<file path="src/rtl/ecc_pkg.sv">
// ecc_pkg: shared widths, syndrome type and Hamming(12,8) layout constants
package ecc_pkg;
    localparam int CODE_W = 12;
    localparam int DATA_W = 8;
    localparam int P1_IDX = 0;
    localparam int P2_IDX = 1;
    localparam int P4_IDX = 3;
    localparam int P8_IDX = 7;
    localparam int SYN_MAX_VALID = 12;
    typedef logic [3:0] syn_t;
    function automatic logic [DATA_W-1:0] extract_data(input logic [CODE_W-1:0] c);
        return {c[11:8], c[6:4], c[2]};
    endfunction
endpackage

</file>
<file path="src/rtl/ecc_syndrome.sv">
// ecc_syndrome: combinational 4-bit Hamming syndrome of a 12-bit codeword
module ecc_syndrome import ecc_pkg::*; (
    input  logic [CODE_W-1:0] code,
    output syn_t              syn
);
    assign syn = {code[P8_IDX] ^ code[8] ^ code[9] ^ code[10] ^ code[11],
                  code[P4_IDX] ^ code[4] ^ code[5] ^ code[6] ^ code[11],
                  code[P2_IDX] ^ code[2] ^ code[5] ^ code[6] ^ code[9] ^ code[10],
                  code[P1_IDX] ^ code[2] ^ code[4] ^ code[6] ^ code[8] ^ code[10]};
endmodule

</file>
<file path="src/rtl/ecc_decoder.sv">
// ecc_decoder: two-stage SEC Hamming(12,8) decoder with valid/ready and saturating error counters
module ecc_decoder import ecc_pkg::*; #(
    parameter int CNT_W = 16
) (
    input  logic              clk,
    input  logic              rst_n,
    input  logic              in_valid,
    output logic              in_ready,
    input  logic [CODE_W-1:0] in_code,
    output logic              out_valid,
    input  logic              out_ready,
    output logic [DATA_W-1:0] out_data,
    output logic              out_corr,
    output logic              out_uncorr,
    input  logic              cnt_clr,
    output logic [CNT_W-1:0]  corr_cnt,
    output logic [CNT_W-1:0]  uncorr_cnt
);
    logic              adv, s1_valid, fix_en, unc, xfer;
    logic [CODE_W-1:0] s1_code, fixed;
    syn_t              syn, s1_syn;

    assign adv      = !out_valid || out_ready;
    assign in_ready = adv;
    assign xfer     = out_valid && out_ready;

    ecc_syndrome u_syn (.code(in_code), .syn(syn));

    assign fix_en = s1_syn != '0 && s1_syn <= syn_t'(SYN_MAX_VALID);
    assign unc    = s1_syn > syn_t'(SYN_MAX_VALID);
    assign fixed  = fix_en ? s1_code ^ (CODE_W'(1) << (s1_syn - syn_t'(1))) : s1_code;

    always_ff @(posedge clk) begin
        if (!rst_n) begin
            s1_valid   <= 1'b0;
            s1_code    <= '0;
            s1_syn     <= '0;
            out_valid  <= 1'b0;
            out_data   <= '0;
            out_corr   <= 1'b0;
            out_uncorr <= 1'b0;
        end else if (adv) begin
            s1_valid   <= in_valid;
            s1_code    <= in_code;
            s1_syn     <= syn;
            out_valid  <= s1_valid;
            out_data   <= extract_data(fixed);
            out_corr   <= s1_valid && fix_en;
            out_uncorr <= s1_valid && unc;
        end
    end

    // clear (and reset) take priority over a same-cycle increment
    always_ff @(posedge clk) begin
        if (!rst_n || cnt_clr) begin
            corr_cnt   <= '0;
            uncorr_cnt <= '0;
        end else begin
            if (xfer && out_corr && corr_cnt != '1)
                corr_cnt <= corr_cnt + CNT_W'(1);
            if (xfer && out_uncorr && uncorr_cnt != '1)
                uncorr_cnt <= uncorr_cnt + CNT_W'(1);
        end
    end
endmodule

</file>
<file path="config.mk">
export PLATFORM = sky130hd
export DESIGN_NAME = ecc_decoder
export DESIGN_NICKNAME = d
export VERILOG_FILES = /design/src/rtl/ecc_pkg.sv /design/src/rtl/ecc_syndrome.sv /design/src/rtl/ecc_decoder.sv
export SDC_FILE = /design/constraint.sdc
export NUM_CORES = 1
export LEC_CHECK = 0
export ABC_AREA = 1
export CAP_MARGIN = 10
export CORE_UTILIZATION = 40
export DETAILED_ROUTE_END_ITERATION = 12
export GPL_TIMING_DRIVEN = 0
export PLACE_DENSITY = 0.78
export SYNTH_ARGS = -nofsm -noshare
export SYNTH_HDL_FRONTEND = slang
export SYNTH_SLANG_ARGS = --single-unit
</file>
<file path="constraint.sdc">
create_clock -name clk -period 1.4 [get_ports clk]
set_input_delay 0.42 -clock clk [delete_from_list [all_inputs] [get_ports clk]]
set_output_delay 0.42 -clock clk [all_outputs]
set_load 0.01 [all_outputs]
</file>
Yosys cells after proc, flatten, opt, wreduce, memory -nomap -nowiden
Index checks and enable logic that the tools add are counted.
- register bits: 60
- output and inout port bits: 44
- logic and storage cells: 50
- input port bits: 17
- reductions and logical operators: 13
- add/sub/neg operators: 3
- bitwise logic cells: 19
- eq/ne operators: 2
- multiplexer cells: 1
- $lt $le $gt $ge: 2
- shifts and indexed selects: 1
- operator list (kind ; count):
    16-bit by 1-bit adder with 16-bit output, second input constant ; 2
    16-bit != test, second input constant ; 2
    1-bit bitwise XOR ; 18
    12-bit 2-to-1 mux ; 1
    1-bit by 4-bit left shift with 12-bit output, first input constant ; 1
    12-bit bitwise XOR ; 1
    1-bit logical AND ; 8
    4-bit greater-than comparator, second input constant ; 1
    4-bit <= comparator, second input constant ; 1
    4-bit nonzero test ; 1
    4-bit by 1-bit subtractor with 4-bit output, second input constant ; 1
    1-bit zero test ; 2
    1-bit logical OR ; 2

Depth between registers and ports, before layout
Gate-level depths: netlist (run 1).
- depth in word-level cells: 5
- gate-level depth with buffers: 9
- depth with buffers taken out: 8

Hierarchy
From an unflattened synthesis (run 1), not the netlist that was laid out.
- cell total of the unflattened synthesis: 510
- area total of the unflattened synthesis: 3245.6 um2
- by module, submodules not included (module ; sequential area each (um2) ; area an instance (um2) ; cells each ; instances):
    ecc_decoder ; 1121.1 ; 2936.6 ; 434 ; 1
    ecc_syndrome ; 0.0 ; 309.0 ; 76 ; 1

Worst setup path after synthesis (run 1)
No wires, ideal clock.
- path type: reg-to-reg
- start: register uncorr_cnt[0]
- end: register uncorr_cnt[7]
- buffers on the path: 1
- arrival: 1.505 ns
- required time: 1.268 ns
- stages on the path, launching flop included: 10
- library setup time: 0.132 ns
- period minus slack after synthesis: 1.637 ns
- path slack: -0.237 ns
- path through: dfxtp_1 ha_1 inv_1 nor2_2 nand2_2 o21ai_4 inv_2 buf_6 nand2_1 a21oi_2
- word-level cells in the longest chain between the ends: 2
- elaborated cells between the ends (all ways): 3
- classes of those cells: add/sub (1); eq/ne (1); reduce/logical (1)
- RTL lines (element ; RTL line ; RTL):
    start, declared ; ecc_decoder.sv:17 ; output logic [CNT_W-1:0] uncorr_cnt
    start signal, assigned ; ecc_decoder.sv:62 ; uncorr_cnt <= uncorr_cnt + CNT_W'(1);
    parallel branches: the longest is 2 deep, another holds 16-bit by 1-bit adder with 16-bit output ; - ;
Parallel ways; which one is timed is not known.
A chain may end at the register's enable or synchronous reset.

Worst setup path after layout (run 1)
- start: register uncorr_cnt[0]
- end: register uncorr_cnt[0]
The elaborated chain is that of the path after synthesis.

==> results.toml, run 1 <==
[outcome]
run_status = "complete, but fails checks"
failed_checks = "setup timing"

[final_layout]
share_of_layout_cells_above_drive_strength_1 = 0.318
nets = 610
syn2layout_area_growth_pct = 49.7
final_instance_area_um2 = 4750
ant_diodes = 0
final_cells = 694
n_fill_cell = 650

[power]
power.ir.vdd_worst_mv = 0.477
power.density_cell_area_nw_per_um2 = 652
power.leakage_nw = 2.07

[synthesis]
synth_simple_gate_area_share = 0.324
synth.avg_cell_area_um2 = 6.53
ys_seq_elements = 56
number_of_warnings_issued_by_yosys = 0
synth_area_in_adders = 0.00789
number_of_nets_produced_by_synthesis = 505
synth.distinct_cells = 26
synth_area_in_compound_gates = 0.141
synth_xor_xnor_area_share = 0.0856
mux_share_of_post_synthesis_cell_area = 0
synth-seq-area-share = 0.353
synth_cells = 486
dominant_combinational_cell_family_by_area_after_synthesis = "simple AND/OR/NAND/NOR gates"
netlist_area_um2 = 3170

[worst_setup_path]
r2r.worst_path.cells = 9
cp-startpoint = "uncorr_cnt[0]"
endpoint_kind = "register"
cp_data_required_time_ps = 1600
reg2reg_to = "uncorr_cnt[0]"
cp_data_arrival_time_ps = 1710
path_class = "reg -> reg"
worst_setup_path_endpoint = "uncorr_cnt[0]"
rrSetupSlack_ps = -110
worstReg2RegStart = "uncorr_cnt[0]"
critPathLaunchType = "register"
critical_path.max_fanout = 5

[timing]
rsz0062_at_grt = "yes"
totalNegativeSetupSlack_ps = -1380
layout_min_cycle_time_ps = 1510
finalSetupViolations = 24
setup_slack_ps = -106
finalHoldWorstSlack_ps = 476
report.final.hold_viol_count = 0
worst_clock_skew_ps = 12.7
final_min_period_over_clock_period = 1.08
slew_violations = 0
fmax_mhz = 664
worst_slew_margin_rel = 0.767
timing_worst_slew_pin_value_ps = 350

[clock_network]
worstSkewPairLatency_ps = 300
cts_tree = "built"
clock_input_transition_at_the_sequential_cells_of_the_worst_setup_and_hold_paths_ps = 100
clock_path_buffers = 2
cts_inserted_buffers = 5
tritoncts_num_sinks = 56
cts.htree.levels = 2
cts_hold_buffers = 0
root_buffer = "sky130_fd_sc_hd__clkbuf_8"

[detailed_routing]
total_routed_length_um = 9310
post_drt_wl_per_cell_um = 13.4
routed_via_density = 5.07
detailedRoute.firstIterationViolations = 176
dr_total_vias = 3518
drt_pre_antenna_iters = 5
final_antenna_net_count = 0
detailroute.wirelength.met2_um = 4760
remaining_drc_errors = 0
met3_wirelength_um = 407
dr.max_layer_used = "met4"
m1WireLength_um = 3930

[grt]
grt_pass1_vias = 3299
gr-usage-all-layers = 0.215
first_pass_grt_wire_length_um = 14800
grt_antenna_before_repair = 0
grt.overflow.total = 0
grt_start_max_net_pins = 18

[place]
place.gp.congestion = 0.867
numPlacedInstances = 647
hpwl_um = 5930
dp_area_um2 = 3950
buffer_ports.inserted = 59
dp_worst_setup_slack_ps = -1330

[floorplan]
rows = 32
chipHeight_um = 91.0
floorplan.die_area_um2 = 8290
core-area_um2 = 7690
i_o_pin_total = 61
initial_core_util = 0.413
die_width_um = 91.0

[worst_hold_path]
hold_path_class = "reg -> reg"

[job]
cap_violations = 0
layout make-up:
class	count	area, um^2	share of cell area
Buffer	12	97.6	0.0206
Inverter	55	211	0.0445
Tap cell	102	128	0.0269
Timing Repair Buffer	99	873	0.184
Multi-Input combinational cell	362	2090	0.439
Clock buffer	5	68.8	0.0145
Clock inverter	3	42.5	0.00896
Sequential cell	56	1240	0.261
power breakdown:
part | total, mW | switching (mW) | internal [mW]
sequential | 1.63 | 0.0377 | 1.59
clock | 1.06 | 0.528 | 0.531
combinational | 0.412 | 0.236 | 0.176
total | 3.10 | 0.802 | 2.30
synthesized netlist by cell type:
cell type                  instances  area (um^2)
sky130_fd_sc_hd__a21oi_1          38          190
sky130_fd_sc_hd__a21oi_2           3         26.3
sky130_fd_sc_hd__buf_1             1         3.75
sky130_fd_sc_hd__buf_2             1         5.00
sky130_fd_sc_hd__buf_6             3         33.8
sky130_fd_sc_hd__clkbuf_1          8         30.0
sky130_fd_sc_hd__dfxtp_1          56         1120
sky130_fd_sc_hd__ha_1              2         25.0
sky130_fd_sc_hd__inv_1            53          199
sky130_fd_sc_hd__inv_2             2         7.51
sky130_fd_sc_hd__nand2_1         154          578
sky130_fd_sc_hd__nand2_2           3         18.8
sky130_fd_sc_hd__nand2b_1          2         12.5
sky130_fd_sc_hd__nand3_1          26          130
sky130_fd_sc_hd__nand3_2           1         10.0
sky130_fd_sc_hd__nand4_1          10         62.6
sky130_fd_sc_hd__nor2_1           53          199
sky130_fd_sc_hd__nor2_2            1         6.26
sky130_fd_sc_hd__nor2_4            1         11.3
sky130_fd_sc_hd__o211ai_1          2         15.0
sky130_fd_sc_hd__o21ai_0          27          135
sky130_fd_sc_hd__o21ai_4           2         32.5
sky130_fd_sc_hd__o21bai_1          4         30.0
sky130_fd_sc_hd__o221ai_1          2         17.5
sky130_fd_sc_hd__xnor2_1          13          114
sky130_fd_sc_hd__xor2_1           18          158
layer usage:
layer	vias to the layer above	GRT usage
li1	1756	-
met1	1612	0.255
met2	131	0.393
met3	19	0.0327
met4	0	0.0714
met5	-	0
worst min-delay path by stage:
| stage | slack [ps] | from | depth (start not counted) | endpoint |
|---|---|---|---|---|
| 3_3_place_gp | 460 | s1_code[4] | 2 | s1_code[4] |
| 6_report | 480 | corr_cnt[12] | 1 | corr_cnt[12] |
| 4_1_cts | 480 | s1_code[8] | 2 | s1_code[8] |
| 2_1_floorplan | 440 | s1_code[4] | 2 | s1_code[4] |
| 5_1_grt | 490 | corr_cnt[12] | 1 | corr_cnt[12] |
| 3_5_place_dp | 470 | s1_code[8] | 2 | s1_code[8] |
cell families after synthesis:
group | after synthesis
adder cells (fa/ha/maj) | 2
AO/OA/AOI/OAI | 78
AND/OR/NAND/NOR | 251
XOR/XNOR | 31
buffers and inverters | 68
flip-flops | 56
worst max-delay path, stage by stage (launching register included):
cell	delay, ps
sky130_fd_sc_hd__dfxtp_4	380
sky130_fd_sc_hd__ha_4	150
sky130_fd_sc_hd__inv_2	40
sky130_fd_sc_hd__nor2_4	100
sky130_fd_sc_hd__nand2_4	70
sky130_fd_sc_hd__o21ai_4	260
sky130_fd_sc_hd__inv_4	110
sky130_fd_sc_hd__buf_6	160
sky130_fd_sc_hd__nor2_2	70
sky130_fd_sc_hd__nor2_1	50
timing repair:
| item | CTS | global route |
|---|---|---|
| resized for setup | 172 | 108 |
| pin swaps | 14 | 19 |
| cloned | 4 | 0 |
| buffers inserted | 23 | 13 |
| endpoints found under the setup margin | 100 | 76 |
| endpoints found under the hold margin | 0 | 0 |
state kept, by name, indices dropped and copies added (netlist names):
name        cells
out_uncorr      1
s1_code         8
s1_syn          4
out_data        8
corr_cnt       16
s1_valid        1
out_corr        1
uncorr_cnt     16
out_valid       1
cells in the final DEF (no fill, tap or decap), types with 18 or more instances in the layout:
master                            synthesis  layout
sky130_fd_sc_hd__a21oi_1                 38      21
sky130_fd_sc_hd__nand3_1                 26      25
sky130_fd_sc_hd__buf_4                    0      32
sky130_fd_sc_hd__xor2_1                  18      18
sky130_fd_sc_hd__nor2_1                  53      40
sky130_fd_sc_hd__a21oi_2                  3      20
sky130_fd_sc_hd__dfxtp_4                  0      31
sky130_fd_sc_hd__o21ai_0                 27      24
sky130_fd_sc_hd__inv_1                   53      48
sky130_fd_sc_hd__nand2_2                  3      22
sky130_fd_sc_hd__clkdlybuf4s15_1          0      20
sky130_fd_sc_hd__dfxtp_1                 56      22
sky130_fd_sc_hd__nand2_1                154     124
stage by stage:
| step | power (mW) | util |
|---|---|---|
| detailed placement | 2.11 | 0.514 |
| finish | 3.10 | 0.618 |
| global route | 3.26 | 0.618 |
| floorplan | 1.95 | - |
| CTS | 3.13 | 0.581 |
| global placement | 2.10 | 0.514 |
Note: power is estimated with default switching activity, not from simulation.
==> run 2, diff against run 1 <==
DONT_BUFFER_PORTS = 1   (was default)
PLACE_DENSITY = 0.67   (was 0.78)
==> run 2 against run 1 <==
The run still ends with setup timing left. Wire length decreased by 10%. Sequential share of layout area rose by 3.6 points. Final area down 16%. Hold slack lost 190 ps. Critical path type unchanged. Largest power group unchanged.
==> results.toml, run 2 (synthesis gave the netlist of run 1 again) <==
[floorplan]
initial_core_util = 0.413
die_width_um = 91.0
rows = 32
floorplan.die_area_um2 = 8290
core-area_um2 = 7690
chipHeight_um = 91.0
i_o_pin_total = 61

[detailed_routing]
total_routed_length_um = 8370
dr_total_vias = 3147
routed_via_density = 5.08
post_drt_wl_per_cell_um = 13.5
drt_pre_antenna_iters = 4
final_antenna_net_count = 0
detailedRoute.firstIterationViolations = 96
remaining_drc_errors = 0

[job]
cap_violations = 0

[clock_network]
clock_input_transition_at_the_sequential_cells_of_the_worst_setup_and_hold_paths_ps = 100
clock_path_buffers = 2
cts.htree.levels = 2
root_buffer = "sky130_fd_sc_hd__clkbuf_8"
tritoncts_num_sinks = 56
cts_inserted_buffers = 5
worstSkewPairLatency_ps = 310
cts_tree = "built"

[final_layout]
final_cells = 619
ant_diodes = 0
most_frequent_standard_cell_in_the_layout_excluding_fill_and_tap_cells = "sky130_fd_sc_hd__nand2_1"
nets = 535
n_fill_cell = 742
multi_input_area_um2 = 2030
ff_latch_area_um2 = 1190
share_of_layout_cells_above_drive_strength_1 = 0.275
syn2layout_area_growth_pct = 26.4
layout.cells.most_common_list = "128 x sky130_fd_sc_hd__nand2_1, 49 x sky130_fd_sc_hd__inv_1, 42 x sky130_fd_sc_hd__nor2_1"
reg.largest.list = "corr_cnt (16), uncorr_cnt (16)"

[worst_setup_path]
cp_data_required_time_ps = 1640
worstReg2RegStart = "corr_cnt[8]"
critical_path.cell_chain = "nand2_1, nor2_4, nand3_4, o21ai_4, buf_6, nand2_2, a21oi_2"
r2r.worst_path.cells = 7
critical_path.max_fanout = 5
endpoint_kind = "register"
cp-startpoint = "corr_cnt[8]"
rrSetupSlack_ps = -100
worst_setup_path_endpoint = "corr_cnt[14]"
cp_data_arrival_time_ps = 1740
timing.critical_path.slowest_stage_cell = "sky130_fd_sc_hd__dfxtp_2"
reg2reg_to = "corr_cnt[14]"
critPathLaunchType = "register"
path_class = "reg -> reg"
worst_path_largest_cell_delay_ps = 430

[place]
hpwl_um = 5650
place.gp.congestion = 0.824
buffer_ports.inserted = 0
numPlacedInstances = 588

[timing]
final_min_period_over_clock_period = 1.07
slew_violations = 0
worst_slew_margin_rel = 0.538
totalNegativeSetupSlack_ps = -2270
rsz0062_at_grt = "yes"
layout_min_cycle_time_ps = 1500
setup_slack_ps = -102
fmax_mhz = 666
worst_clock_skew_ps = 10.7
timing_worst_slew_pin_value_ps = 693
finalSetupViolations = 30
report.final.hold_viol_count = 0

[worst_hold_path]
hold_path_class = "in -> reg"

[grt]
gr-usage-all-layers = 0.202
grt_antenna_before_repair = 0
grt_start_max_net_pins = 17
grt.overflow.total = 0
first_pass_grt_wire_length_um = 13700
grt_pass1_vias = 2992

[power]
power.leakage_nw = 1.60
power.density_cell_area_nw_per_um2 = 763
power.ir.vdd_worst_mv = 0.465

[outcome]
failed_checks = "setup timing"
run_status = "complete, but fails checks"
[run 2: cell count changes in the layout (fill, tap and decap cells not counted), sizes merged]
cell,before,now
buf,49,26
clkinv,2,1
dlygate4sd2,9,0
clkbuf,25,15
dlymetal6s2s,6,0
bufbuf,0,1
clkdlybuf4s50,7,0
clkdlybuf4s15,20,0
[run 2: timing repair]
action | CTS | global route
endpoints found under the setup margin | 50 | 40
hold endpoints to repair | 0 | 0
hold buffers | 0 | 0
resized for setup | 69 | 58
cloned | 3 | 1
setup buffers | 14 | 5
pin swaps | 10 | 11
[run 2: worst max-delay path: cells and delay by family, from the launching register on]
family / cells / cell delay (ps)
compound gates: 2 / 360
buf+inv: 1 / 180
flops: 1 / 430
simple gates: 4 / 480
[run 2: where the power goes]
| group | internal [mW] | switching (mW) |
|---|---|---|
| logic | 0.126 | 0.190 |
| registers | 1.62 | 0.0520 |
| clock network | 0.533 | 0.533 |
[run 2: final cells by class]
cell class | count | share of cell area
Tap cell | 102 | 0.0318
Buffer | 13 | 0.0243
Multi-Input combinational cell | 362 | 0.506
Sequential cell | 56 | 0.297
Clock inverter | 2 | 0.00874
Clock buffer | 6 | 0.0181
Inverter | 55 | 0.0540
Timing Repair Buffer | 23 | 0.0593
[run 2: how the worst min path moves through the flow]
| stage | start | end | slack [ps] | cells after the start |
|---|---|---|---|---|
| detailed placement | s1_code[4] | s1_code[4] | 460 | 2 |
| CTS | rst_n | out_valid | 280 | 2 |
| global route | in_code[10] | s1_code[10] | 310 | 2 |
| finish | in_code[11] | s1_code[11] | 290 | 2 |
| global placement | s1_code[8] | s1_code[8] | 460 | 2 |
| floorplan | s1_code[4] | s1_code[4] | 440 | 2 |
[run 2: through the flow]
| step | setup slack, ps | power, mW | instance area, um^2 | utilization | hold WS [ps] |
|---|---|---|---|---|---|
| after floorplan | 2.97 | 1.95 | 3230 | - | 441 |
| final | -102 | 3.06 | 4010 | 0.521 | 287 |
| after detailed placement | -316 | 2.01 | 3360 | 0.437 | 458 |
| after global routing | -197 | 3.19 | 4010 | 0.521 | 312 |
| after CTS | -93.3 | 3.08 | 3780 | 0.492 | 282 |
| after global placement | -268 | 2.00 | 3360 | 0.437 | 457 |
[run 2: routing by layer]
layer	vias up	wire, um	global-route usage
met5	-	0	0
met1	1464	3720	0.245
met2	74	4080	0.345
li1	1601	-	-
met3	8	490	0.0553
met4	0	85	0.0675
==> run 3, diff against run 2 <==
CELL_PAD_IN_SITES_DETAIL_PLACEMENT = 1   (was default)
CELL_PAD_IN_SITES_GLOBAL_PLACEMENT = 1   (was default)
PLACE_DENSITY = 0.87   (was 0.67)
==> run 3 against run 2 <==
The run still ends with setup timing left. Hold slack improved by 9.9 ps. Worst setup slack improved by 0.53 ps. Via count rose by 2.0%. Count of clock-buffer cells in the layout rose by 1. Clock skew fell by 0.84 ps. Power fell by 5.0%. Flip-flop and latch count did not move. Non-clock buffer count fell by 1. Highest routed layer unchanged.
==> results.toml, run 3 (synthesis gave the netlist of run 1 again) <==
[outcome]
run_status = "complete, but fails checks"
failed_checks = "setup timing"

[worst_hold_path]
holdPathEnd = "s1_code[11]"
hold_path_startpoint = "in_code[11]"
hold_path_class = "in -> reg"
whs_path_depth = 2

[detailed_routing]
remaining_drc_errors = 0
dr_total_vias = 3211
m1WireLength_um = 4270
drt_pre_antenna_iters = 4
routed_via_density = 5.20
final_antenna_net_count = 0
met3_wirelength_um = 464
post_drt_wl_per_cell_um = 15.8
dr.max_layer_used = "met4"
total_routed_length_um = 9770
detailedRoute.firstIterationViolations = 101
detailroute.wirelength.met2_um = 4960

[final_layout]
most_frequent_standard_cell_in_the_layout_excluding_fill_and_tap_cells = "sky130_fd_sc_hd__nand2_1"
ff_latch_area_um2 = 1200
share_of_layout_cells_above_drive_strength_1 = 0.240
nets = 534
ant_diodes = 0
reg.largest.list = "corr_cnt (16), uncorr_cnt (16)"
layout.cells.most_common_list = "139 x sky130_fd_sc_hd__nand2_1, 48 x sky130_fd_sc_hd__inv_1, 42 x sky130_fd_sc_hd__nor2_1, 31 x sky130_fd_sc_hd__a21oi_1, 26 x sky130_fd_sc_hd__o21ai_0"
final_cells = 618
multi_input_area_um2 = 1950
n_fill_cell = 1025
syn2layout_area_growth_pct = 21.7

[timing]
report.final.hold_viol_count = 0
fmax_mhz = 666
timing_worst_slew_pin_value_ps = 657
worst_clock_skew_ps = 9.85
rsz0062_at_grt = "yes"
worst_slew_margin_rel = 0.562
slew_violations = 0
final_min_period_over_clock_period = 1.07
layout_min_cycle_time_ps = 1500
setup_slack_ps = -101
finalHoldWorstSlack_ps = 297
finalSetupViolations = 31

[worst_setup_path]
worstReg2RegStart = "uncorr_cnt[0]"
critPathLaunchType = "register"
cp_data_required_time_ps = 1620
r2r.worst_path.cells = 8
critical_path.max_fanout = 10
rrSetupSlack_ps = -100
path_class = "reg -> reg"
cp_data_arrival_time_ps = 1730
reg2reg_to = "uncorr_cnt[5]"
endpoint_kind = "register"

[floorplan]
core-area_um2 = 7690
initial_core_util = 0.413
chipHeight_um = 91.0
rows = 32
die_width_um = 91.0
i_o_pin_total = 61
floorplan.die_area_um2 = 8290

[grt]
grt_pass1_vias = 3301
gr-usage-all-layers = 0.234
grt.overflow.total = 0
first_pass_grt_wire_length_um = 15800
grt_antenna_before_repair = 0
grt_start_max_net_pins = 17

[clock_network]
cts.htree.levels = 2
clock_path_buffers = 2
clock_input_transition_at_the_sequential_cells_of_the_worst_setup_and_hold_paths_ps = 100
tritoncts_num_sinks = 56
root_buffer = "sky130_fd_sc_hd__clkbuf_8"
worstSkewPairLatency_ps = 300
cts_inserted_buffers = 5
cts_tree = "built"
cts_hold_buffers = 0

[place]
place.gp.congestion = 0.834
hpwl_um = 6670
numPlacedInstances = 588
buffer_ports.inserted = 0

[power]
power.leakage_nw = 1.50
power.ir.vdd_worst_mv = 0.582
power.density_cell_area_nw_per_um2 = 752

[job]
cap_violations = 0
## run 3: cell types whose count changed in the layout (fill, tap and decap cells not counted), sizes merged
cell    change
buf         +1
bufbuf      -1
bufinv      -1
## run 3: worst max-delay path, cell delays in order (launching register included)
cell and delay (ps):
sky130_fd_sc_hd__dfxtp_4 420, sky130_fd_sc_hd__ha_4 160, sky130_fd_sc_hd__inv_2 40, sky130_fd_sc_hd__nor2_4 120
sky130_fd_sc_hd__nand2_4 70, sky130_fd_sc_hd__o21ai_4 210, sky130_fd_sc_hd__buf_6 190, sky130_fd_sc_hd__nand2_1 60
sky130_fd_sc_hd__a21oi_1 150
## run 3: through the flow
stage	TNS (ps)	cell area (um^2)	power, mW	setup WS, ps	util
finish	-2380	3860	2.90	-101	0.502
global route	-4960	3860	3.04	-185	0.502
CTS	-2770	3700	2.93	-107	0.481
detailed placement	-11910	3360	2.03	-348	0.437
global placement	-11490	3360	2.01	-373	0.437
floorplan	0	3230	1.95	2.97	-
## run 3: layout make-up
type	instances	area share
Clock inverter	1	0.00227
Multi-Input combinational cell	362	0.505
Buffer	13	0.0243
Tap cell	102	0.0331
Sequential cell	56	0.311
Clock buffer	7	0.0198
Timing Repair Buffer	22	0.0493
Inverter	55	0.0554
## run 3: metal layers
metal  vias up  track usage
met4         0       0.0357
met3         6       0.0477
li1       1596            -
met1      1552        0.287
met2        57        0.428
met5         -            0
## run 3: what timing repair did
item	4_1_cts	5_1_grt
gates resized for setup	59	44
cloned	2	1
pin swaps	8	11
endpoints found under the setup margin	57	50
setup buffers	15	4
## run 3: power breakdown
group	switching [mW]	internal, mW
registers	0.0578	1.62
logic	0.207	0.123
clock network	0.534	0.360
total	0.799	2.10
## run 3: how the worst max path moves through the flow
stage / slack (ps) / start / cells past startpoint / endpoint
global route: -190 / uncorr_cnt[0] / 8 / uncorr_cnt[4]
CTS: -110 / out_valid / 4 / in_ready
detailed placement: -350 / rst_n / 5 / uncorr_cnt[2]
global placement: -370 / rst_n / 5 / uncorr_cnt[15]
floorplan: 3 / uncorr_cnt[11] / 8 / uncorr_cnt[7]
finish: -100 / uncorr_cnt[0] / 8 / uncorr_cnt[5]
